<file path="config.mk">
export PLATFORM = sky130hd
export DESIGN_NAME = mem_port_arbiter
export DESIGN_NICKNAME = d
export VERILOG_FILES = /design/src/rtl/mem_arb_pkg.sv /design/src/rtl/mem_port_arbiter_starve_ctr.sv /design/src/rtl/mem_port_arbiter.sv
export SDC_FILE = /design/constraint.sdc
export NUM_CORES = 1
export LEC_CHECK = 0
export ABC_AREA = 1
export BUFFER_PORTS_ARGS = -buffer_cell sky130_fd_sc_hd__buf_2
export CAP_MARGIN = 20
export CORE_AREA = 2 2 108 110
export CTS_CLUSTER_DIAMETER = 100
export DETAILED_ROUTE_END_ITERATION = 7
export DIE_AREA = 0 0 110 112
export PLACE_DENSITY_LB_ADDON = 0.12
export SYNTH_ARGS = -nofsm -noshare
export SYNTH_HDL_FRONTEND = slang
export SYNTH_HIERARCHICAL = 1
export SYNTH_SLANG_ARGS = --single-unit
</file>
<file path="constraint.sdc">
create_clock -name clk -period 2.5 [get_ports clk]
set_input_delay 0.5 -clock clk [delete_from_list [all_inputs] [get_ports clk]]
set_output_delay 0.5 -clock clk [all_outputs]
set_load 0.02 [all_outputs]
</file>
<file path="src/rtl/mem_arb_pkg.sv">
// Shared types and constants for the IF/MEM memory port arbiter.
package mem_arb_pkg;

    typedef enum logic {
        ARB_IDLE = 1'b0,
        ARB_BUSY = 1'b1
    } arb_state_t;

    localparam logic OWNER_IF = 1'b0;
    localparam logic OWNER_D  = 1'b1;

    // Wide enough for the largest allowed starvation limit (15).
    localparam int STARVE_W = 4;

endpackage

</file>
<file path="src/rtl/mem_port_arbiter_starve_ctr.sv">
// Saturating count of data grants won while fetch was left waiting.
module arb_starve_ctr
    import mem_arb_pkg::*;
#(
    parameter int MAX = 4
) (
    input  logic clk,
    input  logic rst_n,
    input  logic i_inc,
    input  logic i_clr,
    output logic o_at_max
);

    localparam logic [STARVE_W-1:0] MAX_C = STARVE_W'(MAX);

    logic [STARVE_W-1:0] r_count;

    always_ff @(posedge clk or negedge rst_n) begin
        if (!rst_n) begin
            r_count <= '0;
        end else if (i_clr) begin
            r_count <= '0;
        end else if (i_inc && (r_count != MAX_C)) begin
            r_count <= r_count + 1'b1;
        end
    end

    assign o_at_max = (r_count == MAX_C);

endmodule

</file>
<file path="src/rtl/mem_port_arbiter.sv">
// Shares one memory port between fetch and the data stage; data has priority,
// with a starvation limit that eventually forces a fetch grant.
module mem_port_arbiter
    import mem_arb_pkg::*;
#(
    parameter int ADDR_W     = 32,
    parameter int DATA_W     = 32,
    parameter int STARVE_MAX = 4
) (
    input  logic                clk,
    input  logic                rst_n,
    input  logic                if_req,
    input  logic [ADDR_W-1:0]   if_addr,
    output logic                if_ack,
    output logic [DATA_W-1:0]   if_rdata,
    output logic                if_stall,
    input  logic                d_req,
    input  logic                d_we,
    input  logic [ADDR_W-1:0]   d_addr,
    input  logic [DATA_W-1:0]   d_wdata,
    input  logic [DATA_W/8-1:0] d_be,
    output logic                d_ack,
    output logic [DATA_W-1:0]   d_rdata,
    output logic                d_stall,
    output logic                mem_req,
    output logic                mem_we,
    output logic [ADDR_W-1:0]   mem_addr,
    output logic [DATA_W-1:0]   mem_wdata,
    output logic [DATA_W/8-1:0] mem_be,
    input  logic                mem_ready,
    input  logic [DATA_W-1:0]   mem_rdata,
    output logic                sel
);

    arb_state_t          r_state;
    logic                r_sel;
    logic                r_memWe;
    logic [ADDR_W-1:0]   r_memAddr;
    logic [DATA_W-1:0]   r_memWdata;
    logic [DATA_W/8-1:0] r_memBe;

    logic w_done;
    logic w_ifPend;
    logic w_dPend;
    logic w_arbOpen;
    logic w_grantIf;
    logic w_grantD;
    logic w_atMax;

    assign w_done = (r_state == ARB_BUSY) && mem_ready;
    assign if_ack = w_done && (r_sel == OWNER_IF);
    assign d_ack  = w_done && (r_sel == OWNER_D);

    // A request acknowledged this cycle is consumed and may not be re-granted at this edge.
    assign w_ifPend  = if_req && !if_ack;
    assign w_dPend   = d_req && !d_ack;
    assign w_arbOpen = (r_state == ARB_IDLE) || mem_ready;
    assign w_grantIf = w_arbOpen && w_ifPend && (!w_dPend || w_atMax);
    assign w_grantD  = w_arbOpen && w_dPend && !w_grantIf;

    arb_starve_ctr #(
        .MAX(STARVE_MAX)
    ) u_starve (
        .clk     (clk),
        .rst_n   (rst_n),
        .i_inc   (w_grantD && w_ifPend),
        .i_clr   (w_grantIf),
        .o_at_max(w_atMax)
    );

    always_ff @(posedge clk or negedge rst_n) begin
        if (!rst_n) begin
            r_state    <= ARB_IDLE;
            r_sel      <= OWNER_IF;
            r_memWe    <= 1'b0;
            r_memAddr  <= '0;
            r_memWdata <= '0;
            r_memBe    <= '0;
        end else if (w_grantIf) begin
            r_state    <= ARB_BUSY;
            r_sel      <= OWNER_IF;
            r_memWe    <= 1'b0;
            r_memAddr  <= if_addr;
            r_memWdata <= '0;
            r_memBe    <= '0;
        end else if (w_grantD) begin
            r_state    <= ARB_BUSY;
            r_sel      <= OWNER_D;
            r_memWe    <= d_we;
            r_memAddr  <= d_addr;
            r_memWdata <= d_wdata;
            r_memBe    <= d_be;
        end else if (w_arbOpen) begin
            r_state    <= ARB_IDLE;
        end
    end

    assign mem_req   = (r_state == ARB_BUSY);
    assign mem_we    = r_memWe;
    assign mem_addr  = r_memAddr;
    assign mem_wdata = r_memWdata;
    assign mem_be    = r_memBe;
    assign sel       = r_sel;
    assign if_rdata  = mem_rdata;
    assign d_rdata   = mem_rdata;
    assign if_stall  = if_req && !if_ack;
    assign d_stall   = d_req && !d_ack;

endmodule
</file>
### Word level (Yosys, flattened, before mapping)

Cells that the tools add are included.

| cells by class | value |
|---|---|
| reduce and logical (&&, ||, !) cells | 20 |
| bitwise operators | 2 |
| multiplexer cells | 15 |
| equality and inequality tests | 2 |
| add/sub/neg operators | 1 |

Operators with widths:

| operator | number |
|---|---|
| 32-bit two-way mux | 4 |
| 4-bit two-way mux | 4 |
| 1-bit logical AND | 11 |
| 1-bit two-way mux | 7 |
| 4-bit by 1-bit adder with 4-bit output, second input constant | 1 |
| 4-bit by 3-bit == test with 1-bit output, second input constant | 1 |
| 1-bit logical NOT | 4 |
| 4-bit by 3-bit != test with 1-bit output, second input constant | 1 |
| 2-bit nonzero test | 2 |
| 3-bit nonzero test | 1 |
| 1-bit logical OR | 2 |
| 1-bit NOT | 2 |

| storage, ports and cells | value |
|---|---|
| bits in registers | 75 |
| logic and storage cells | 47 |
| output and inout port bits | 139 |
| input port bits | 138 |

### Logic depth before layout (Yosys ltp)

Gate-level depths: netlist (run 1).

| logic depth | value |
|---|---|
| depth after elaboration | 13 |
| depth in mapped cells | 13 |
| gate-level depth less buffers | 12 |

### Cells and area by module

The synthesis (run 1) kept the hierarchy.

By module, submodules not included:

| module | instances | area an instance (um^2) | seq. area each (um^2) | cells an instance |
|---|---|---|---|---|
| mem_port_arbiter | 1 | 3,918.8 | 1,776.7 | 488 |
| arb_starve_ctr | 1 | 252.7 | 100.1 | 32 |

### Worst setup path after synthesis (run 1)

Ideal clock, no wire load.

| timing | value |
|---|---|
| path kind | register -> register |
| start point | reg u_starve.r_count[0] |
| end point | reg u_starve.r_count[3] |
| setup slack | 661 ps |
| clock period less this slack | 1,839 ps |
| required time | 2,382 ps |
| buffers on the path | 1 |
| setup time | 118 ps |
| data arrival time | 1,720 ps |
| cell stages (with the launch flop) | 14 |
| cell sequence | dfrtp_1 inv_1 ha_1 nand2_1 nor2_2 inv_1 nand3_2 buf_1 nor3_1 inv_1 nor2_2 nor2_4 nand2_1 nand2_1 |

| between the ends | value |
|---|---|
| word-level cells in the longest chain between the ends | 8 |
| elaborated cells on any way between the ends | 12 |
| those cells by class | 1 x add/sub; 2 x eq/ne; 2 x mux; 7 x reduce/logical |

RTL lines:

| element | line | source |
|---|---|---|
| from (decl) | mem_port_arbiter_starve_ctr.sv:16 | `logic [STARVE_W-1:0] r_count;` |
| from (signal assigned) | mem_port_arbiter_starve_ctr.sv:24 | `r_count <= r_count + 1'b1;` |
| 4-bit by 3-bit == test with 1-bit output * | mem_port_arbiter_starve_ctr.sv:28 | `assign o_at_max = (r_count == MAX_C);` |
| named net w_atMax | mem_port_arbiter.sv:48 | `logic w_atMax;` |
| 1-bit logical OR * | mem_port_arbiter.sv:58 | `assign w_grantIf = w_arbOpen && w_ifPend && (!w_dPend \|\| w_atMax);` |
| 1-bit logical AND * | mem_port_arbiter.sv:58 |  |
| 1-bit logical NOT | mem_port_arbiter.sv:59 | `assign w_grantD = w_arbOpen && w_dPend && !w_grantIf;` |
| 1-bit logical AND | mem_port_arbiter.sv:59 |  |
| 1-bit logical AND | mem_port_arbiter.sv:66 | `.i_inc (w_grantD && w_ifPend),` |
| 1-bit logical AND | mem_port_arbiter_starve_ctr.sv:23 | `end else if (i_inc && (r_count != MAX_C)) begin` |
| 2-bit nonzero test (no source line) | n/a |  |

Mark *: on every way through the listed nets, which the timed path passes. The rest lies on a longest branch. The select of a mux whose other input is x is not followed.
A chain may end at the register's enable or synchronous reset.

### Worst setup path in the final report (run 1)

| timing | value |
|---|---|
| start point | reg u_starve.r_count[0] |
| end point | reg r_memAddr[4] (netlist: mem_addr[4]) |

| between the ends | value |
|---|---|
| word-level cells in the longest chain between the ends | 6 |
| elaborated cells on any way between the ends | 7 |
| those cells by class | 1 x eq/ne; 1 x mux; 5 x reduce/logical |

RTL lines:

| element | line | source |
|---|---|---|
| 4-bit by 3-bit == test with 1-bit output * | mem_port_arbiter_starve_ctr.sv:28 |  |
| named net w_atMax | mem_port_arbiter.sv:48 |  |
| 1-bit logical OR * | mem_port_arbiter.sv:58 |  |
| 1-bit logical AND * | mem_port_arbiter.sv:58 |  |
| 1-bit logical NOT | mem_port_arbiter.sv:59 |  |
| 1-bit logical AND | mem_port_arbiter.sv:59 |  |
| 2-bit nonzero test (no source line) | n/a |  |
| to (signal assigned) | mem_port_arbiter.sv:83 | `r_memAddr <= if_addr;` |
| to (signal assigned) | mem_port_arbiter.sv:90 | `r_memAddr <= d_addr;` |
| to (decl) | mem_port_arbiter.sv:38 | `logic [ADDR_W-1:0] r_memAddr;` |

Mark *: on every way through the listed nets, which the timed path passes. The rest lies on a longest branch.

==> results of run 1 <==
state kept, by name, summed over array words and instances (netlist names):
signal and flops:
mem_addr 32, mem_be 4, mem_req 1, mem_wdata 32, mem_we 1, sel 1
u_starve/r_count 4
path summary, 6_finish.rpt:
| check | startpoint | endpoint | slack, ns | cells after the start |
|---|---|---|---|---|
| setup / recovery | u_starve/r_count[0]$_DFFE_PN0P_ | mem_addr[4]$_DFFE_PN0P_ | 0.54 | 11 |
| hold / removal | rst_n | mem_addr[14]$_DFFE_PN0P_ | 0.14 | 1 |
| setup reg to reg | u_starve/r_count[0]$_DFFE_PN0P_ | mem_addr[4]$_DFFE_PN0P_ | 0.54 | 11 |
| hold reg to reg | mem_be[2]$_DFFE_PN0P_ | mem_be[2]$_DFFE_PN0P_ | 0.46 | 2 |
| max in group asynchronous | rst_n | mem_wdata[1]$_DFFE_PN0P_ | 1.76 | 2 |
| min in group clk | d_wdata[27] | mem_wdata[27]$_DFFE_PN0P_ | 0.39 | 3 |
cell families (layout without fill, tap and decap cells):
| kind of cell | Yosys count | count (layout) | share of synthesized area, % |
|---|---|---|---|
| AND/OR/NAND/NOR | 269 | 269 | 29.7 |
| buffers and inverters | 136 | 249 | 19.9 |
| AO/OA/AOI/OAI | 38 | 38 | 4.89 |
| flip-flops | 75 | 75 | 45.0 |
| adder cells (fa/ha/maj) | 2 | 2 | 0.600 |
cell usage after synthesis:
master	count
sky130_fd_sc_hd__ha_1	2
sky130_fd_sc_hd__nor2_2	4
sky130_fd_sc_hd__buf_6	8
sky130_fd_sc_hd__buf_1	3
sky130_fd_sc_hd__nor2_4	2
sky130_fd_sc_hd__nand3b_1	32
sky130_fd_sc_hd__nand3_2	3
sky130_fd_sc_hd__nand2_2	1
sky130_fd_sc_hd__nor3_1	1
sky130_fd_sc_hd__o21ai_0	25
sky130_fd_sc_hd__o21ai_1	11
sky130_fd_sc_hd__inv_2	3
sky130_fd_sc_hd__o21a_1	1
sky130_fd_sc_hd__buf_2	14
sky130_fd_sc_hd__nand2_1	181
sky130_fd_sc_hd__or2_2	1
sky130_fd_sc_hd__clkbuf_1	2
sky130_fd_sc_hd__o21ai_4	1
sky130_fd_sc_hd__buf_4	64
sky130_fd_sc_hd__nand4_1	3
sky130_fd_sc_hd__dfrtp_1	75
sky130_fd_sc_hd__nor2_1	1
sky130_fd_sc_hd__inv_1	42
sky130_fd_sc_hd__nand3_1	40
layout make-up:
class | count | area share [%]
sequential | 75 | 37.7
clock inverter | 5 | 1.26
timing repair buffer | 188 | 19.6
tap | 143 | 3.60
clock buffer | 11 | 4.88
multi-input combinational | 309 | 29.5
inverter | 45 | 3.40
where the power goes:
| part | total, mW | switching (mW) | internal [mW] |
|---|---|---|---|
| Combinational | 1.73 | 1.17 | 0.563 |
| Sequential | 1.77 | 0.202 | 1.57 |
| Clock | 1.31 | 0.504 | 0.803 |
| Total | 4.81 | 1.87 | 2.94 |
metal layers:
| layer | global-route usage, % | routed length, um | vias to the layer above |
|---|---|---|---|
| met3 | 3.22 | 698 | 31 |
| met2 | 31.1 | 5580 | 105 |
| met5 | 0 | 0 | - |
| li1 | - | - | 1779 |
| met1 | 22.2 | 4510 | 1655 |
| met4 | 8.95 | 252 | 0 |
stage by stage:
step           setup slack, ns  utilization (%)  cell area (um^2)  cells
3_5_place_dp             0.533             41.8              4670    760
2_1_floorplan            0.661                -              4170    520
3_3_place_gp             0.636             41.8              4670    760
5_1_grt                  0.297             44.5              4970    776
6_report                 0.539             44.5              4970    776
4_1_cts                  0.519             44.5              4970    776
==> results list, run 1 <==
- The run finished with clean final reports.
- Largest delay share family, worst path: simple AND/OR/NAND/NOR gates
- In this run, post-CTS hold repair placed 0 buffers.
- The initial antenna violation count is 0.
* HPWL after DPL: roughly 7700 um
* Number of H-tree levels: 3
* Biggest area consumer among synthesized cells: sky130_fd_sc_hd__dfrtp_1
- STA puts the critical path data arrival time at between 2 and 2.5 ns.
- Minimum clock period after layout: 1.96 ns
* Clock Sinks: 75
- Register bit count reported by yosys: between 70 and 80
- Synthesis produced 520 cells.
- After synthesis, the largest area contributor takes up roughly 45% of total cell area.
- Dividing the detail-routed via count by the number of cells gives 4.60.
- Setup violations remaining at the end of the flow were counted as 0.
- Register area: 1880 um^2
* Critical path buffers and inverters: 3
* WL final: between 10000 and 15000 um
- Bufs on Longest Clock Path: 2
- Summing every instance area after synthesis gives about 4200 um^2.
* Number of post-CTS setup repair buffers: 0
* CP max stage cell: sky130_fd_sc_hd__dfrtp_1
- In this design, the stage delay of the slowest critical-path cell is 0.39 ns.
* Clock tree from TritonCTS: yes
* Largest fanout on the critical path: 32
- Final nets: 768
- Final hold slack: 0.141 ns
- Dividing total power by cell area gives a power density of slightly below 1000 nW/um^2.
* Multi-input gate area: about 1500 um^2
- Residual DRC: 0
- The total count of max-transition violations in the final report came to 0.
- After filler insertion, the fill cell instance count of the layout stands at 1187.
- Leak Pwr: 2.89 nW
- Crit path launch type: flop
- The final route contains around 3.6k vias.
- Top library cells by usage in the layout, fill and taps aside: sky130_fd_sc_hd__nand2_1, sky130_fd_sc_hd__buf_2, sky130_fd_sc_hd__dfrtp_1
* Cell type with the highest occurrence count on the critical path: sky130_fd_sc_hd__nand2_1
* Global-route wire length before repair: 17700 um
* Number of global-route vias before repair: 3588
* Number of antenna repair diodes: 0
* Vertical extent of the die: 112 um
- Once the clock tree was built, the resizer swapped 0 gates to a different size.
* Total global-route track usage: 18.4%
* Worst-margin pin slew: 0.666 ns
- In this run the tightest slew margin relative to its limit is 55.5%.
* Detailed router's first-iteration violation count: 171
- The initial utilization of the core area, before any placement, comes to 37.3%.
- Global-route congestion overflow total: 0
- Synthesis produced a netlist with a net count of 660.
- Setup TNS after final layout: 0 ns
* MaxCap Viol Count: 0
- First-pass iteration count of the detailed router: 6
- Pin count of the biggest net entering global routing: 42
* Area enclosed by the die boundary: 12300 um^2
- Leaving out fill and tap cells, the most frequent cell in the layout is sky130_fd_sc_hd__nand2_1.
* Root buffer cell: sky130_fd_sc_hd__clkbuf_16
- Power comes to 4.81 mW.
* Port Buf Inserts: 180
- Synth warnings: 6
- Kind of critical path: flop to flop
* Width of the die: 110 um
- Core region area: 11200 um^2
* Worst path cell trace: inv_1 > ha_1 > nand2_1 > nor2_2 > inv_1 > nand3_2 > nand3_2 > buf_4 > o21ai_0 > nand2_1 > nand2_1
- The later pin in the worst-skew pair is clocked with a latency of 0.33 ns.
- Max VDD drop: approximately 0.00037 V
- WP data required: around 2.7 ns
- Detail-routed net length per standard cell: 14.2 um
* Clock Pin Slew Worst Setup and Hold Paths: ~0.060 ns
- For this design the top-level I/O count stands at 277.
- Across the routed clock network, the largest skew measured is 0.00726 ns.
- Summing the sequential cell areas from Yosys gives 45.0% of the chip area.
- Routability-driven placement finished with a final weighted congestion of 0.753.
- Area growth syn-to-layout: 19.3%
* Num CTS Buffers: 9
- The tightest min-delay check is of the input port to async pin type.
- Share of layout cells above drive strength 1: 34.6%
- Cells taking the most area after synthesis: sky130_fd_sc_hd__dfrtp_1, sky130_fd_sc_hd__nand2_1, sky130_fd_sc_hd__buf_4
* Hold Fails Final Rpt: 0
- Derived from the worst setup path, the maximum achievable clock frequency is 0.510 GHz.
* Cell variety after synth: 24
- STA classifies the critical path endpoint as a flop.
* Remaining antenna violation count after routing: 0
- Mean cell area of the mapped netlist: 8.02 um^2
- Setup repair after global routing left no endpoint under its margin.
- The floorplan has 39 rows.
- After layout, the worst path uses 78.4% of the clock period.
Power figures use the tool's default switching activity.
==> inputs of run 2 (changes only) <==
--- a/config.mk
+++ b/config.mk
@@ -8,10 +8,9 @@
 export ABC_AREA = 1
 export BUFFER_PORTS_ARGS = -buffer_cell sky130_fd_sc_hd__buf_2
 export CAP_MARGIN = 20
-export CORE_AREA = 2 2 108 110
+export CORE_UTILIZATION = 38
 export CTS_CLUSTER_DIAMETER = 100
 export DETAILED_ROUTE_END_ITERATION = 7
-export DIE_AREA = 0 0 110 112
 export PLACE_DENSITY_LB_ADDON = 0.12
 export SYNTH_ARGS = -nofsm -noshare
 export SYNTH_HDL_FRONTEND = slang
==> constraint.sdc (replaced) <==
create_clock -name clk -period 1.72 [get_ports clk]
set_input_delay 0.344 -clock clk [delete_from_list [all_inputs] [get_ports clk]]
set_output_delay 0.344 -clock clk [all_outputs]
set_load 0.02 [all_outputs]
==> run 2 against run 1 <==
Die area down 7.5%. Register-to-register slack worse by 0.49 ns. Critical path depth is 1 higher. Maximum frequency is 17% higher. Clock skew is 0.0037 ns higher. Highest routed layer unchanged. Routed wire length grew 6.9%. Cell count up 1.2%. Critical endpoint is now mem_addr[18]$_DFFE_PN0P_. Core utilization is 6.7 points higher. Clock-buffer cell count decreased by 2.
==> results list, run 2 (synthesis gave the netlist of run 1 again) <==
* Result of the run: complete, no violations (unchanged)
* Global-route wire length before repair: 17800 um (was 17700 um)
- The maximum achievable frequency came to 0.599 GHz (was 0.510 GHz).
* Minimum clock period after layout: 1.67 ns (was 1.96 ns)
* Residual DRC: 0 (unchanged)
- Top library cells by usage in the layout, fill and taps aside: sky130_fd_sc_hd__nand2_1, sky130_fd_sc_hd__buf_2, sky130_fd_sc_hd__dfrtp_1 (unchanged)
- The endpoint class of the critical path was a flop (unchanged).
- Number of antenna repair diodes: 0 (unchanged)
* Final slew viol count: 0 (unchanged)
- The fraction of layout cells with a size suffix above 1 is 40.7% (was 34.6%).
- The total global-route track usage is 20.0% (was 18.4%).
* HPWL after DPL: 7730 um (was 7660 um)
- The growth of design area from synthesis to finish is 28.3% (was 19.3%).
* First-pass iteration count of the detailed router: 5 (was 6)
* IO Count: 277 (unchanged)
- Part of the total power dissipated in sequential elements: 36.9% (about the same)
* Num CTS Buffers: 9 (unchanged)
- The transition time at the pin with the least slew margin was 0.419 ns (was 0.666 ns).
* Worst clock skew: 0.0110 ns (was 0.00726 ns)
- Pin count of the biggest net entering global routing: 76 (was 42)
* Power share of the clock group: 19.9% (was 27.2%)
- Width of the die: 107 um (was 110 um)
- Routability congestion estimate from global placement: 0.770 (was 0.753)
* Register area: 1880 um^2 (about the same)
- Final critical-path share of the clock period: 97.1% (was 78.4%)
- Worst relative slew slack: 72.0% (was 55.5%)
- Bufs on Longest Clock Path: 2 (unchanged)
* Clock Sinks: 75 (unchanged)
- The share of the core filled with cells in the final layout came to 51.2% (was 44.5%).
- The average vias per placed instance is 4.68 (was 4.60).
* Area enclosed by the die boundary: 11400 um^2 (was 12300 um^2)
- Port Buf Inserts: 180 (unchanged)
* Multi-input gate area: 1600 um^2 (was 1470 um^2)
- Post-Place Cells: 757 (was 760)
- The via count of the first global-routing pass came to 3554 (was 3588).
- Number of H-tree levels: 3 (unchanged)
- Clock latency of the later-clocked register in the worst-skew pair: 0.35 ns (was 0.33 ns)
- Root buffer cell: sky130_fd_sc_hd__clkbuf_8 (was sky130_fd_sc_hd__clkbuf_16)
- Hold Fails Final Rpt: 0 (unchanged)
* Max VDD drop: 0.000548 V (was 0.000368 V)
- The wire length after detailed routing came to 11800 um (was 11000 um).
- The overflow left after global routing was 0 (unchanged).
- The clock tree from TritonCTS is yes (unchanged).
* Clock Pin Slew Worst Setup and Hold Paths: 0.08 ns (was 0.06 ns)
* Final-layout fill cell count: 1035 (was 1187)
- The switching power as a share of total power came to 41.2% (was 38.9%).
* Starting density of the core: 39.9% (was 37.3%)
* Kind of critical path: flop to flop (unchanged)
- The register-to-register setup slack was 0.05 ns (was 0.54 ns).
* Net switching power: 2.87 mW (was 1.87 mW)
- Number of antenna violations at the first check in global routing: 0 (unchanged)
- The hold buffer count at CTS came to 0 (unchanged).
- Setup repair after global routing missed its margin: yes (was no)
- Via count: 3674 (was 3570)
- The starting DRC count in detailed routing came to 206 (was 171).
* Hold Path Class: input port to async pin (unchanged)
- The share of total power in combinational logic was 43.2% (was 35.9%).
- The largest fanout on the critical path was 5 (was 32).
- Number of cell rows: 37 (was 39)
* Final standard cell count with taps included and fillers excluded: 785 (was 776)
- The number of nets in the layout came to 784 (was 768).
- The commonest non-fill, non-tap cell in the layout was sky130_fd_sc_hd__nand2_1 (unchanged).
- WP data required: 2.01 ns (was 2.72 ns)
- Endpoint arrival time on the critical path: 1.96 ns (was 2.18 ns)
- Core region area: 10500 um^2 (was 11200 um^2)
- The height of the chip was 107 um (was 112 um).
- The total power divided by cell area was 1300 nW/um^2 (was 967 nW/um^2).
- The wire length per cell after detailed routing is 15.0 um (was 14.2 um).
* Leak Pwr: 3.05 nW (was 2.89 nW)
- The total setup violations reported at the end of the flow was 0 (unchanged).
* Crit path launch type: flop (unchanged)
- Remaining antenna violation count after routing: 0 (unchanged)
- The number of max-capacitance violations reported was 0 (unchanged).
- The total internal power came to 4.11 mW (was 2.94 mW).
## run 2: cell count changes in the layout (fill, tap and decap cells not counted), sizes merged
cell / delta
clkinvlp: -1
buf: +11
clkinv: +3
clkbuf: +3
## run 2: worst max-delay path: stages, from the launching register on
cell	delay (ns)
sky130_fd_sc_hd__dfrtp_1	0.39
sky130_fd_sc_hd__inv_2	0.09
sky130_fd_sc_hd__ha_4	0.14
sky130_fd_sc_hd__nand2_4	0.05
sky130_fd_sc_hd__nor2_4	0.15
sky130_fd_sc_hd__inv_2	0.06
sky130_fd_sc_hd__nand3_4	0.09
sky130_fd_sc_hd__nand3_4	0.11
sky130_fd_sc_hd__buf_12	0.17
sky130_fd_sc_hd__clkbuf_16	0.15
sky130_fd_sc_hd__o21ai_0	0.08
sky130_fd_sc_hd__nand2_1	0.08
sky130_fd_sc_hd__nand2_1	0.06
## run 2: timing repair
item | in CTS | in global routing
gates cloned | 0 | 9
pin swaps | 1 | 25
resized for setup | 0 | 54
buffers inserted | 0 | 3
setup endpoints to repair | 4 | 76
## run 2: area by class of cell
type	instances	share of cell area, %
clock buffer	9	2.31
sequential	75	35.1
timing repair buffer	204	24.6
multi-input combinational	309	29.9
tap	136	3.18
clock inverter	7	1.45
inverter	45	3.48
## run 2: stage by stage
step / setup TNS (ns) / total power, mW / instance area (um^2) / hold WS (ns) / setup WS, ns
finish: 0 / 6.98 / 5350 / 0.00415 / 0.0503
global route: -1.39 / 7.45 / 5350 / 0.0291 / -0.0503
CTS: 0 / 6.74 / 5020 / 0.0110 / 0.00408
detailed placement: -0.00220 / 5.33 / 4820 / 0.399 / -0.00220
global placement: 0 / 5.27 / 4820 / 0.397 / 0.0878
floorplan: 0 / 4.48 / 4210 / 0.0484 / 0.0183
## run 2: routing by layer
layer | vias to the layer above | wire [um] | GRT usage [%]
met5 | - | 0 | 0
met4 | 0 | 286 | 9.88
met3 | 27 | 539 | 3.22
met2 | 107 | 6040 | 34.1
met1 | 1731 | 4940 | 24.4
li1 | 1809 | - | -
## run 2: power by group through the flow
stage          logic (mW)  registers, mW  clock network (mW)
2_1_floorplan        1.26           3.22                   0
3_3_place_gp         2.69           2.58                   0
3_5_place_dp         2.73           2.60                   0
4_1_cts              2.74           2.56                1.44
5_1_grt              3.30           2.64                1.51
6_report             3.02           2.57                1.39
## run 2: final timing paths
check / endpoint / depth (start not counted) / from
max in group asynchronous: mem_addr[28]$_DFFE_PN0P_ / 2 / rst_n
worst min register to register: mem_be[0]$_DFFE_PN0P_ / 2 / mem_be[0]$_DFFE_PN0P_
worst max-delay path: mem_addr[18]$_DFFE_PN0P_ / 12 / u_starve/r_count[1]$_DFFE_PN0P_
min in group clk: mem_wdata[1]$_DFFE_PN0P_ / 3 / d_wdata[1]
worst min-delay path: mem_addr[11]$_DFFE_PN0P_ / 2 / rst_n
worst max register to register: mem_addr[18]$_DFFE_PN0P_ / 12 / u_starve/r_count[1]$_DFFE_PN0P_
==> inputs of run 3 (changes only) <==
--- a/config.mk
+++ b/config.mk
@@ -8,9 +8,11 @@
 export ABC_AREA = 1
 export BUFFER_PORTS_ARGS = -buffer_cell sky130_fd_sc_hd__buf_2
 export CAP_MARGIN = 20
+export CORE_MARGIN = 8
 export CORE_UTILIZATION = 38
 export CTS_CLUSTER_DIAMETER = 100
 export DETAILED_ROUTE_END_ITERATION = 7
+export HOLD_SLACK_MARGIN = 0.02
 export PLACE_DENSITY_LB_ADDON = 0.12
 export SYNTH_ARGS = -nofsm -noshare
 export SYNTH_HDL_FRONTEND = slang
==> run 3 against run 2 <==
Global-route usage is 4.0 points lower. Design area is 0.37% lower. Maximum frequency is 2.2% higher. Critical path depth is 1 lower. Non-clock buffer count is 3 higher. Routed wire length is 8.0% higher. Sequential share of layout area is 0.11 points higher. Total power is 0.44% higher. Register-to-register slack better by 0.04 ns. Via count is 0.95% higher. Core utilization is 1.8 points lower.
==> results list, run 3 (synthesis gave the netlist of run 1 again) <==
- Result of the run: complete, no violations (unchanged).
* Final standard cell count with taps included and fillers excluded: 791 (was 785)
* MaxCap Viol Count: 0 (unchanged)
* Endpoint arrival time on the critical path: 1.86 ns (was 1.96 ns)
- The via count of the first global-routing pass came to 3596 (was 3554).
- The height of the chip is 121 um (was 107 um).
* Global-route wire length before repair: 18800 um (was 17800 um)
* Clock Sinks: 75 (unchanged)
* Area enclosed by the die boundary: 14600 um^2 (was 11400 um^2)
- Largest fanout on the critical path: 16 (was 5)
- Starting density of the core: 38.7% (was 39.9%)
* Number of vias per cell: 4.69 (was 4.68)
* Via count: 3709 (was 3674)
* WP data required: 1.95 ns (was 2.01 ns)
- The number of placement rows is 38 (was 37).
* Multi-input gate area: 1590 um^2 (was 1600 um^2)
* Hold Crit Depth: 3
* Pwr Total: 7.01 mW (was 6.98 mW)
- The kind of start point of the critical path is a flop (unchanged).
- Width of the die: 121 um (was 107 um)
- The cell depth of the worst flop-to-flop path came to 11 (was 12).
- Worst path cell trace: inv_2 > ha_4 > nand2_2 > nor2_4 > inv_2 > nand3_4 > buf_4 > clkbuf_16 > nand3b_1 > nand2_1 > nand2_1 (was inv_2 > ha_4 > nand2_4 > nor2_4 > inv_2 > nand3_4 > nand3_4 > buf_12 > clkbuf_16 > o21ai_0 > nand2_1 > nand2_1).
* Pin count of the biggest net entering global routing: 48 (was 76)
- Total global-route track usage: 16.0% (was 20.0%)
- The total leakage power is 3.05 nW (about the same).
- Slowest stage delay, CP: 0.39 ns (about the same)
- The clock slew at the register clock pins of the worst setup and hold paths came to 0.08 ns (about the same).
- Number of antenna repair diodes: 0 (unchanged)
- Global-route congestion overflow total: 0 (unchanged)
* Area growth syn-to-layout: 27.9% (was 28.3%)
* Num CTS Buffers: 9 (unchanged)
- Top library cells by usage in the layout, fill and taps aside: sky130_fd_sc_hd__nand2_1, sky130_fd_sc_hd__buf_2, sky130_fd_sc_hd__dfrtp_1 (unchanged)
* Kind of critical path: flop to flop (unchanged)
* Port Buf Inserts: 180 (unchanged)
- The fraction of layout cells with a size suffix above 1 was 40.9% (was 40.7%).
* WL final: 12700 um (was 11800 um)
* Clock tree from TritonCTS: yes (unchanged)
- Max VDD drop: 0.000530 V (was 0.000548 V)
- The post-placement cell count came to 762 (was 757).
* Detail-routed net length per standard cell: 16.1 um (was 15.0 um)
* Hold Path Class: input port to flop (was input port to async pin)
- The weighted congestion reported at the end of routability-driven placement was 0.804 (was 0.770).
- First-pass iteration count of the detailed router: 4 (was 5)
- Number of H-tree levels: 3 (unchanged)
- Bufs on Longest Clock Path: 2 (unchanged)
- Residual DRC: 0 (unchanged)
* CP max stage cell: sky130_fd_sc_hd__dfrtp_1 (unchanged)
* Root buffer cell: sky130_fd_sc_hd__clkbuf_8 (unchanged)
* Minimum clock period after layout: 1.63 ns (was 1.67 ns)
* Reg2Reg Setup Slack: 0.09 ns (was 0.05 ns)
- IO Count: 277 (unchanged)
- The number of nets in the layout came to 787 (was 784).
* Remaining antenna violation count after routing: 0 (unchanged)
- Register area: 1880 um^2 (about the same)
- Worst relative slew slack: 72.7% (was 72.0%)
* HPWL after DPL: 8900 um (was 7730 um)
- The final cycle utilization of the critical path came to 95.0% (was 97.1%).
- Worst clock skew: 0.00871 ns (was 0.0110 ns)
- Worst-margin pin slew: 0.409 ns (was 0.419 ns)
- The endpoint class of the critical path is a flop (unchanged).
- Setup violation total in the final timing report: 0 (unchanged)
- The clock insertion delay at the later pin of the skew report came to 0.34 ns (was 0.35 ns).
- The number of hold-slack violations in the final timing report is 0 (unchanged).
* Detailed router's first-iteration violation count: 192 (was 206)
* Leading cell type in the layout, fill and taps excluded: sky130_fd_sc_hd__nand2_1 (unchanged)
- The total count of max-transition violations in the final report was 0 (unchanged).
- Final-layout fill cell count: 1077 (was 1035)
* Highest clock frequency the design can meet: 0.612 GHz (was 0.599 GHz)
- Core region area: 10800 um^2 (was 10500 um^2)
- The initial antenna violation count was 0 (unchanged).
- Power per cell area: 1310 nW/um^2 (was 1300 nW/um^2)
-- run 3: power breakdown --
part           switching (mW)  total [mW]  internal (mW)
clock network           0.660        1.40          0.740
registers               0.291        2.57           2.28
logic                    1.89        3.04           1.15
-- run 3: through the flow --
stage	hold slack, ns	worst slack, ns	utilization (%)	area [um^2]	setup TNS [ns]
after floorplan	0.0484	0.0183	-	4210	0
after global routing	0.215	-0.0218	49.4	5330	-0.0380
after global placement	0.311	0.0605	44.5	4800	0
final	0.227	0.0866	49.4	5330	0
after CTS	0.204	0.0107	46.5	5010	0
after detailed placement	0.311	0.00377	44.5	4800	0
-- run 3: metal layers --
metal / vias up / GRT usage [%] / wire [um] / part of all wire, %
li1: 1818 / - / - / -
met1: 1754 / 18.3 / 5090 / 40
met2: 115 / 27.7 / 6620 / 52
met3: 22 / 3.59 / 827 / 6.5
met4: 0 / 7.26 / 205 / 1.6
met5: - / 0 / 0 / 0
-- run 3: final cells by class --
| class | count | area share [%] |
|---|---|---|
| clock buffers | 11 | 2.84 |
| flip-flops and latches | 75 | 35.2 |
| clock inverters | 4 | 0.938 |
| repair buffers | 207 | 24.6 |
| multi-input cells | 309 | 29.9 |
| well taps | 140 | 3.28 |
| inverters | 45 | 3.26 |
-- run 3: worst paths after layout --
| kind | from | end |
|---|---|---|
| max | u_starve/r_count[0]$_DFFE_PN0P_ | mem_addr[8]$_DFFE_PN0P_ |
| min | d_wdata[9] | mem_wdata[9]$_DFFE_PN0P_ |
| max reg2reg | u_starve/r_count[0]$_DFFE_PN0P_ | mem_addr[8]$_DFFE_PN0P_ |
| min reg2reg | mem_addr[21]$_DFFE_PN0P_ | mem_addr[21]$_DFFE_PN0P_ |
| max in group asynchronous | rst_n | mem_be[2]$_DFFE_PN0P_ |
| min in group asynchronous | rst_n | mem_wdata[21]$_DFFE_PN0P_ |
-- run 3: what timing repair did --
action                                  in CTS  in global routing
gates cloned                                 0                  6
hold buffers                                 1                  0
pin swaps                                    1                 21
resized for setup                            0                 52
hold endpoints to repair                    29                  0
endpoints found under the setup margin       3                 75
buffers inserted                             0                  7
-- run 3: worst max-delay path, delay by kind of cell (launching register included) --
kind	cells	cell delay [ns]
adder cells (fa/ha/maj)	1	0.13
buffers and inverters	4	0.48
AND/OR/NAND/NOR	6	0.52
flip-flops	1	0.39
